`src/rtl/load_store_unit.sv`:
```
// Load/store unit: byte/half/word loads and stores to a word-wide data memory,
// byte/half stores by read-modify-write. Define LSU_TRACE_EN to print a line per memory write.
module load_store_unit #(
  parameter int MEM_WORDS = 1024
) (
  input  logic        clk,
  input  logic        reset,
  input  logic        req,
  input  logic        we,
  input  logic [1:0]  size,
  input  logic        sext,
  input  logic [31:0] addr,
  input  logic [31:0] wdata,
  input  logic [31:0] pc,
  output logic        busy,
  output logic        done,
  output logic [31:0] rdata,
  output logic        err,
  output logic [31:0] mem_a,
  output logic [31:0] mem_wd,
  output logic        mem_we,
  input  logic [31:0] mem_rd,
  output logic [1:0]  state_o
);

  // Handshake: req is sampled only in IDLE (busy=0); each accepted request ends
  // with exactly one cycle of either done or err, after which busy drops.
  typedef enum logic [1:0] {IDLE, ACCESS, WRITE, DONE} state_e;

  state_e      state_q, state_d;
  logic        we_q, sext_q;
  logic [1:0]  size_q;
  logic [31:0] addr_q, wdata_q, pc_q;
  logic [31:0] rdata_q, rdata_d;
  logic [31:0] word_q, word_d;
  logic        accept;
  logic        illegal;
  logic [1:0]  lane;
  logic [7:0]  byte_sel;
  logic [15:0] half_sel;
  logic [31:0] load_val;
  logic [31:0] merged;

  assign lane    = addr_q[1:0];
  assign illegal = (size_q == 2'b11)
                 | ((size_q == 2'b01) & addr_q[0])
                 | ((size_q == 2'b10) & (|addr_q[1:0]))
                 | ({2'b00, addr_q[31:2]} >= 32'(MEM_WORDS));

  assign byte_sel = mem_rd[{lane, 3'b000} +: 8];
  assign half_sel = addr_q[1] ? mem_rd[31:16] : mem_rd[15:0];

  always_comb begin
    load_val = mem_rd;
    case (size_q)
      2'b00:   load_val = {{24{sext_q & byte_sel[7]}}, byte_sel};
      2'b01:   load_val = {{16{sext_q & half_sel[15]}}, half_sel};
      default: load_val = mem_rd;
    endcase
  end

  // Lane replacement on the word captured in ACCESS, written back from WRITE.
  always_comb begin
    merged = word_q;
    if (size_q == 2'b00) begin
      merged[{lane, 3'b000} +: 8] = wdata_q[7:0];
    end else if (addr_q[1]) begin
      merged[31:16] = wdata_q[15:0];
    end else begin
      merged[15:0] = wdata_q[15:0];
    end
  end

  always_comb begin
    state_d = state_q;
    rdata_d = rdata_q;
    word_d  = word_q;
    accept  = 1'b0;
    done    = 1'b0;
    err     = 1'b0;
    mem_a   = 32'h0;
    mem_wd  = 32'h0;
    mem_we  = 1'b0;
    case (state_q)
      IDLE: begin
        if (req) begin
          accept  = 1'b1;
          state_d = ACCESS;
        end
      end
      ACCESS: begin
        mem_a = {addr_q[31:2], 2'b00};
        if (illegal) begin
          err     = 1'b1;
          rdata_d = 32'h0;
          state_d = IDLE;
        end else if (!we_q) begin
          rdata_d = load_val;
          state_d = DONE;
        end else if (size_q == 2'b10) begin
          mem_we  = 1'b1;
          mem_wd  = wdata_q;
          rdata_d = 32'h0;
          state_d = DONE;
        end else begin
          word_d  = mem_rd;
          rdata_d = 32'h0;
          state_d = WRITE;
        end
      end
      WRITE: begin
        mem_a   = {addr_q[31:2], 2'b00};
        mem_we  = 1'b1;
        mem_wd  = merged;
        state_d = DONE;
      end
      DONE: begin
        done    = 1'b1;
        state_d = IDLE;
      end
      default: state_d = IDLE;
    endcase
  end

  always_ff @(posedge clk or negedge reset) begin
    if (!reset) begin
      state_q <= IDLE;
      we_q    <= 1'b0;
      sext_q  <= 1'b0;
      size_q  <= 2'b00;
      addr_q  <= 32'h0;
      wdata_q <= 32'h0;
      pc_q    <= 32'h0;
      rdata_q <= 32'h0;
      word_q  <= 32'h0;
    end else begin
      state_q <= state_d;
      rdata_q <= rdata_d;
      word_q  <= word_d;
      if (accept) begin
        we_q    <= we;
        sext_q  <= sext;
        size_q  <= size;
        addr_q  <= addr;
        wdata_q <= wdata;
        pc_q    <= pc;
      end
    end
  end

  assign busy    = (state_q != IDLE);
  assign rdata   = rdata_q;
  assign state_o = state_q;

`ifdef LSU_TRACE_EN
  always @(posedge clk) begin
    if (reset && mem_we) $display("@%08h: *%08h <= %08h", pc_q, mem_a, mem_wd);
  end
`else
  logic unused_pc;
  assign unused_pc = ^pc_q;
`endif

endmodule

```
`config.mk`:
```
export PLATFORM = sky130hd
export DESIGN_NAME = load_store_unit
export DESIGN_NICKNAME = d
export VERILOG_FILES = /design/src/rtl/load_store_unit.sv
export SDC_FILE = /design/constraint.sdc
export NUM_CORES = 1
export LEC_CHECK = 0
export ABC_AREA = 1
export ABC_CLOCK_PERIOD_IN_PS = 5950
export CAP_MARGIN = 5
export CELL_PAD_IN_SITES_DETAIL_PLACEMENT = 1
export CELL_PAD_IN_SITES_GLOBAL_PLACEMENT = 2
export CORE_AREA = 2 2 169 171
export DETAILED_ROUTE_END_ITERATION = 7
export DIE_AREA = 0 0 171 173
export GPL_ROUTABILITY_DRIVEN = 1
export PLACE_DENSITY_LB_ADDON = 0.1
export REMOVE_ABC_BUFFERS = 1
export SLEW_MARGIN = 20
export SYNTH_ARGS = -nofsm -noshare
export SYNTH_HDL_FRONTEND = slang
export SYNTH_SLANG_ARGS = --single-unit
```
`constraint.sdc`:
```
create_clock -name clk -period 5.95 [get_ports clk]
set_input_delay 0.595 -clock clk [delete_from_list [all_inputs] [get_ports clk]]
set_output_delay 0.595 -clock clk [all_outputs]
set_load 0.05 [all_outputs]
```
# ---- Yosys cells after proc, flatten, opt, wreduce, memory -nomap -nowiden
# Index checks and enable logic that the tools add are counted.
# W data, S select, Z words.
dict set report classes {
  addsub 1
  magnitude_cmp 1
  eq_ne 7
  shifts 3
  mux 27
  bitwise_logic 9
  reduce_logical 6
}
# operator count
set ops {}
lappend ops {{$mux W32} 7}
lappend ops {{$pmux W32 S2} 2}
lappend ops {{$mux W16} 3}
lappend ops {{$bwmux W32} 1}
lappend ops {{$shift A8 B7 Y32 const A} 1}
lappend ops {{$shiftx A32 B6 Y8} 1}
lappend ops {{$shiftx A8 B7 Y32} 1}
lappend ops {{$ge A30 B11 Y1 const B} 1}
lappend ops {{$mux W1} 10}
lappend ops {{$eq A2 B2 Y1 const B} 4}
lappend ops {{$pmux W2 S4} 1}
lappend ops {{$neg A5 Y7} 1}
lappend ops {{$and A1 B1 Y1} 4}
lappend ops {{$eq A2 B1 Y1 const B} 2}
lappend ops {{$logic_not A2 Y1} 2}
lappend ops {{$mux W2} 2}
lappend ops {{$reduce_and A4 Y1} 1}
lappend ops {{$reduce_or A2 Y1} 2}
lappend ops {{$or A1 B1 Y1} 3}
lappend ops {{$ne A2 B2 Y1 const B} 1}
lappend ops {{$not A1 Y1} 2}
lappend ops {{$pmux W1 S2} 1}
lappend ops {{$reduce_bool A2 Y1} 1}
dict set report totals {
  register_bits 134
  input_bits 135
  out_inout_bits 102
  elab_cells 62
}

# ---- Depth between registers and ports, before layout
# Gate-level depths: netlist (run 1).
dict set report logic_depth {
  depth_word 7
  mapped_depth 13
  depth_no_buf 10
}

# ---- Worst setup path before layout (run 1)
# OpenSTA, ideal clock, no wires.
dict set report synth_timing {
  path_type {flip-flop to output port}
  start {register addr_q[1]}
  end {output mem_wd[18]}
  arrival_ns 2.742
  required_time_ns 5.355
  path_slack_ns 2.613
  path_stages_with_launch 12
  path_buffers 3
  path_cell_list {dfrtp_1 buf_2 inv_1 clkbuf_1 ha_1 inv_1 nand2_1 nand3_2 nor2_8 buf_2 nand3_1 a21oi_1}
}
dict set report synth_via {
  elab_chain_len 6
  elab_cells_between_ends 12
  classes_between {add/sub: 1; shift: 2; mux: 5; bitwise: 3; reduce/logical: 1}
}
# element line_no
set synth_rtl {}
lappend synth_rtl {{start: declaration} 33} ;# logic [31:0] addr_q, wdata_q, pc_q;
lappend synth_rtl {{start signal: assignment} 144} ;# addr_q <= addr;
lappend synth_rtl {{parallel branches: the longest is 5 deep, another holds $neg A5 Y7} n/a}
lappend synth_rtl {{$pmux W32 S2 (*)} 84} ;# case (state_q)
lappend synth_rtl {{end: declaration} 20} ;# output logic [31:0] mem_wd,
# Mark *: on every way between the ends.

# ---- Final worst setup path (run 1)
dict set report layout_timing {
  start {register addr_q[0]}
  end {output mem_wd[1]}
}
dict set report layout_via {
  elab_chain_len 6
  elab_cells_between_ends 13
  classes_between {add/sub: 1; shift: 2; mux: 4; bitwise: 5; reduce/logical: 1}
}
# element line_no
set layout_rtl {}
lappend layout_rtl {{parallel branches: the longest is 5 deep, another holds $neg A5 Y7} n/a}
lappend layout_rtl {{$pmux W32 S2 (*)} 84}
# Marked as above.

==> flow_summary.toml, run 1 <==
[clock_network]
clk_pin_slew_ns = 0.07
cts_tree = "built"
postCtsSetupBuffers = 0
cts-resized-gates = 0
clk_path_buf_depth = 2
htreeDepth = 4
clk_latency_ns = 0.43
numCtsBuffers = 17
cts_sinks = 134
cts_root_buf = "clkbuf_16"
cts_hold_buf = 0

[floorplan]
start_util_pct = 27.74
fp.dieW_um = 171
core.rowCount = 61
dieArea_um2 = 29580
die_y_um = 173
coreArea_um2 = 27630
io-pin-count = 237

[sta]
drv_slew = 0
setup_viol = 0
slew_headroom_pct = 46.87
fin_tns_setup_ns = 0
tightest_slew_ns = 0.7970
setup_slack_ns = 1.085
fin_crit_ns = 4.865
timing.final.hold_violations = 0
post-route-period-util_pct = 81.77
max_freq_mhz = 205.5
finalClockSkew_ns = 0.01412
rsz0062_at_grt = "false"

[global_routing]
overflow = 0
grt_first_pass_wirelength_mm = 43.47
grt_util_all_layers_pct = 18.90
grt_pass1_vias = 7561
grt_max_degree = 84
antenna_found_initial = 1

[place]
dp_hpwl_mm = 19.06
numPortBuffers = 202
preCtsSetupSlack_ns = 1.498
gp_congestion = 0.7979

[setup_path]
reg2regPathDepth = 9
critPathCaptureType = "primary output"
rrSetupSlack_ns = 2.20
cp-start-kind = "register"
crit_start = "addr_q[0]$_DFFE_PN0P_"
rr_endpoint = "word_q[13]$_DFFE_PN0P_"
crit_type = "register to primary output"
critPathRequiredTime_ns = 5.36
critPathArrivalTime_ns = 4.27
r2r_start = "addr_q[0]$_DFFE_PN0P_"
cp_max_fo = 37

[logic_synthesis]
synth_top_flop_cell = "dfrtp_1"
yosys.area.top_type = "dfrtp_1"
ys_top_cells_by_count = "nand2_1 (250), dfrtp_1 (134), nand3_1 (110)"
seq_area_frac_synth_pct = 43.76
synth-edff-count = 0
ys_ff_latch = 134
synthDistinctLibCells = 29
synth_top_area_share_pct = 43.76
syn_avg_cell_area_um2 = 7.687
syn_area_um2 = 7664
yosysWarnings = 0
synth.most_common_cell = "nand2_1"
synthTopCellsByArea = "dfrtp_1 (44%), nand2_1 (12%), mux2_2 (7.2%)"
syn_inst = 997
synthArstFlopShare_pct = 100.0

[detailed_routing]
viasPerCell = 4.703
ant_nets = 0
wl_per_cell_um = 17.80
drtPass1Iterations = 4
drtIter0Drc = 319
post-route-drc-count = 0
wl_mm = 27.70
route.vias.total = 7318

[min_path]
hold_path.class = "input pin to asynchronous set/reset pin"

[layout]
antenna_cells = 0
area_growth_pct = 37.06
drive_above_1_share_pct = 9.253
nets = 1311

[outcome]
outcome = "completed"

[power]
peakVddDrop_uv = 269.1
p_leak_nw = 4.880
power_density_nw_per_um2 = 532.0

[flow_run]
drv_cap = 0
flip-flops by register name (all words and copies together) (netlist names), named ones only:
| name | cells |
|---|---|
| we_q | 1 |
| size_q | 2 |
| word_q | 32 |
| sext_q | 1 |
| rdata | 32 |
| state_o | 1 |
| addr_q | 32 |
| wdata_q | 32 |
stage by stage:
stage / power, mW / std cells / hold WS, ns / utilization (%) / instance area, µm²
floorplan: 3.482 / 935 / 0.2994 / - / 7373
global placement: 4.606 / 1525 / 0.4666 / 36.02 / 9953
detailed placement: 4.630 / 1525 / 0.4695 / 36.02 / 9953
CTS: 5.671 / 1556 / 0.2644 / 38.01 / 10500
global route: 5.966 / 1556 / 0.2864 / 38.02 / 10500
finish: 5.588 / 1556 / 0.2214 / 38.02 / 10500
layout make-up:
type / instances / area (µm²)
clock buffer: 19 / 452.9
clock inverter: 12 / 95.09
fill: 3343 / 17130
inverter: 103 / 387.9
multi-input combinational: 698 / 3642
sequential: 134 / 3354
tap: 378 / 473.0
timing repair buffer: 212 / 2098
cells in the final DEF (no fill, tap or decap), types with 2 or more instances in the layout:
master,netlist,routed
nor2_1,52,52
inv_1,100,100
dfrtp_1,134,133
mux2_2,49,49
nand2_1,250,249
nand2_4,2,3
inv_2,2,2
o21ai_1,33,33
conb_1,1,2
nand3_2,2,2
clkbuf_8,0,2
clkdlybuf4s50_1,0,201
clkinvlp_4,0,4
a21oi_1,95,95
ha_1,10,9
nand3_1,110,110
clkbuf_16,0,17
clkinv_2,1,3
inv_6,0,4
nor2_4,3,3
o211ai_1,18,18
buf_4,4,10
o21ai_0,65,65
routing by layer:
layer / wire (µm) / GRT usage, %
met5: 0 / 0
met4: 160 / 3.319
met3: 1046 / 3.410
met2: 12850 / 30.29
met1: 13640 / 26.84
cell families after synthesis:
family / Yosys count / share of synthesized area, %
other cells: 1 / 0.04893
flops: 134 / 43.76
fa+ha+maj: 10 / 1.633
compound gates: 213 / 14.56
buf+inv: 166 / 8.898
simple gates: 424 / 23.90
mux: 49 / 7.200
power by group:
part           switching [mW]  leakage (nW)  total (mW)  internal (mW)
Combinational            2.19          3.09        3.22           1.03
Sequential              0.202          1.53        1.35           1.15
Clock                   0.457         0.261        1.02          0.560
Total                    2.84          4.88        5.59           2.74
worst max-delay path by stage:
stage | end | slack, ns
finish | mem_wd[1] | 1.08
global route | mem_wd[3] | 0.85
CTS | mem_wd[2] | 1.05
detailed placement | mem_wd[2] | 1.50
global placement | mem_wd[1] | 1.53
floorplan | mem_wd[0] | 1.46
worst max-delay path, stage by stage (launching register included):
cell and delay (ns):
dfrtp_1 0.54, inv_1 0.36, ha_1 0.55, inv_1 0.26, nand2_1 0.14, nand3_2 0.13
nor2_8 0.53, nand3_1 0.14, a21oi_1 0.29, clkdlybuf4s50_1 0.87
Power figures use the tool's default switching activity.
==> run 2: changes to the inputs <==
--- a/config.mk
+++ b/config.mk
@@ -6,13 +6,13 @@
 export NUM_CORES = 1
 export LEC_CHECK = 0
 export ABC_AREA = 1
-export ABC_CLOCK_PERIOD_IN_PS = 5950
+export ABC_CLOCK_PERIOD_IN_PS = 4400
 export CAP_MARGIN = 5
 export CELL_PAD_IN_SITES_DETAIL_PLACEMENT = 1
 export CELL_PAD_IN_SITES_GLOBAL_PLACEMENT = 2
-export CORE_AREA = 2 2 169 171
+export CORE_AREA = 2 2 182 184
 export DETAILED_ROUTE_END_ITERATION = 7
-export DIE_AREA = 0 0 171 173
+export DIE_AREA = 0 0 184 186
 export GPL_ROUTABILITY_DRIVEN = 1
 export PLACE_DENSITY_LB_ADDON = 0.1
 export REMOVE_ABC_BUFFERS = 1
==> constraint.sdc (replaced) <==
create_clock -name clk -period 4.4 [get_ports clk]
set_input_delay 0.44 -clock clk [delete_from_list [all_inputs] [get_ports clk]]
set_output_delay 0.44 -clock clk [all_outputs]
set_load 0.05 [all_outputs]
==> run 2 against run 1 <==
Clock power increased by 34%. Die area increased by 16%. Sequential cell count unchanged. Critical endpoint is now mem_wd[7]. Highest routed layer unchanged.
==> flow_summary.toml, run 2 (synthesis results as in run 1) <==
[floorplan]
dieArea_um2 = 34220
fp.dieW_um = 184
io-pin-count = 237
start_util_pct = 23.80
die_y_um = 186
core.rowCount = 66
coreArea_um2 = 32210

[power]
power.total_mw = 7.893
power_density_nw_per_um2 = 722.2
peakVddDrop_uv = 328.8
p_leak_nw = 5.083

[layout]
register_area_um2 = 3354
final_cell_mix = "nand2_1 (249), clkdlybuf4s50_1 (168), dfrtp_1 (133)"
area_growth_pct = 42.61
nets = 1317
multi_input_area_um2 = 3640
design_area_um2 = 10930
final_common_cell = "nand2_1"
antenna_cells = 0
fin_util_pct = 33.94
drive_above_1_share_pct = 12.32
final_cells = 1593
nFillCells = 3849

[clock_network]
clk_pin_slew_ns = 0.07
cts_sinks = 134
cts_root_buf = "clkbuf_16"
htreeDepth = 4
cts_hold_buf = 0
postCtsSetupBuffers = 0
cts_tree = "built"
cts-resized-gates = 0
clk_latency_ns = 0.44
numCtsBuffers = 17
clk_path_buf_depth = 2

[detailed_routing]
ant_nets = 0
post-route-drc-count = 0
wl_mm = 29.74
viasPerCell = 4.602
drtPass1Iterations = 5
wl_per_cell_um = 18.67
drtIter0Drc = 330
route.vias.total = 7331

[sta]
setup_viol = 0
rsz0062_at_grt = "false"
finalClockSkew_ns = 0.02263
fin_tns_setup_ns = 0
setup_slack_ns = 0.7144
drv_slew = 0
post-route-period-util_pct = 83.76
fin_crit_ns = 3.686
tightest_slew_ns = 1.002
slew_headroom_pct = 33.20
max_freq_mhz = 271.3
timing.final.hold_violations = 0
whs_ns = 0.06815

[global_routing]
grt_use_met1_pct = 24.77
grt_pass1_vias = 7688
top_usage_layer = "met2"
grt_util_all_layers_pct = 17.90
use_met2_pct = 29.46
gr-usage-met3_pct = 2.759
antenna_found_initial = 0
grt_max_degree = 82
overflow = 0
grt_first_pass_wirelength_mm = 46.16

[setup_path]
crit_start = "addr_q[0]$_DFFE_PN0P_"
crit_path_end = "mem_wd[7]"
cp-start-kind = "register"
crit_type = "register to primary output"
r2r_start = "addr_q[0]$_DFFE_PN0P_"
rr_endpoint = "word_q[10]$_DFFE_PN0P_"
cp_max_fo = 11
rrSetupSlack_ns = 1.31
critPathRequiredTime_ns = 3.96
reg2regPathDepth = 10
critPathCaptureType = "primary output"
critPathArrivalTime_ns = 3.25

[place]
dpl-instance-area_um2 = 10390
dp_hpwl_mm = 20.64
gp_congestion = 0.7382
numPortBuffers = 202
dp_cells = 1561
preCtsSetupSlack_ns = 1.133

[min_path]
hold_path.class = "input pin to asynchronous set/reset pin"

[flow_run]
drv_cap = 0

[outcome]
outcome = "completed"
## run 2: power breakdown
part	internal, mW	total [mW]	switching (mW)	leakage, nW
logic	1.62	4.69	3.07	3.29
registers	1.56	1.84	0.278	1.53
clock network	0.744	1.37	0.624	0.262
## run 2: critical path, stage by stage (launching register included)
cell and delay, ns:
dfrtp_1 0.57, inv_1 0.31, ha_1 0.44, nor2_1 0.60, nand3_1 0.13, o21ai_0 0.20, nand3_1 0.10, a21oi_1 0.28
buf_12 0.18
## run 2: worst min-delay path by stage
stage	to	slack, ns	cells after the start
after floorplan	asynchronous set/reset pin	0.14	0
after global placement	rdata[23]$_DFFE_PN0P_	0.46	2
after detailed placement	rdata[29]$_DFFE_PN0P_	0.46	2
after CTS	addr_q[3]$_DFFE_PN0P_	0.12	1
after global routing	addr_q[3]$_DFFE_PN0P_	0.14	1
final	addr_q[3]$_DFFE_PN0P_	0.07	1
## run 2: layout make-up
cell class	instances	share of cell area, %
clock buffers	20	4.087
clock inverters	12	0.8357
inverters	103	3.549
multi-input cells	698	33.30
flip-flops and latches	134	30.69
well taps	408	4.671
repair buffers	218	22.86
## run 2: routing by layer
metal  share of wire [%]  vias to the layer above
met5                   0                        -
met4                0.86                        0
met3                 3.2                       13
met2                  47                      127
met1                  49                     3583
li1                    -                     3608
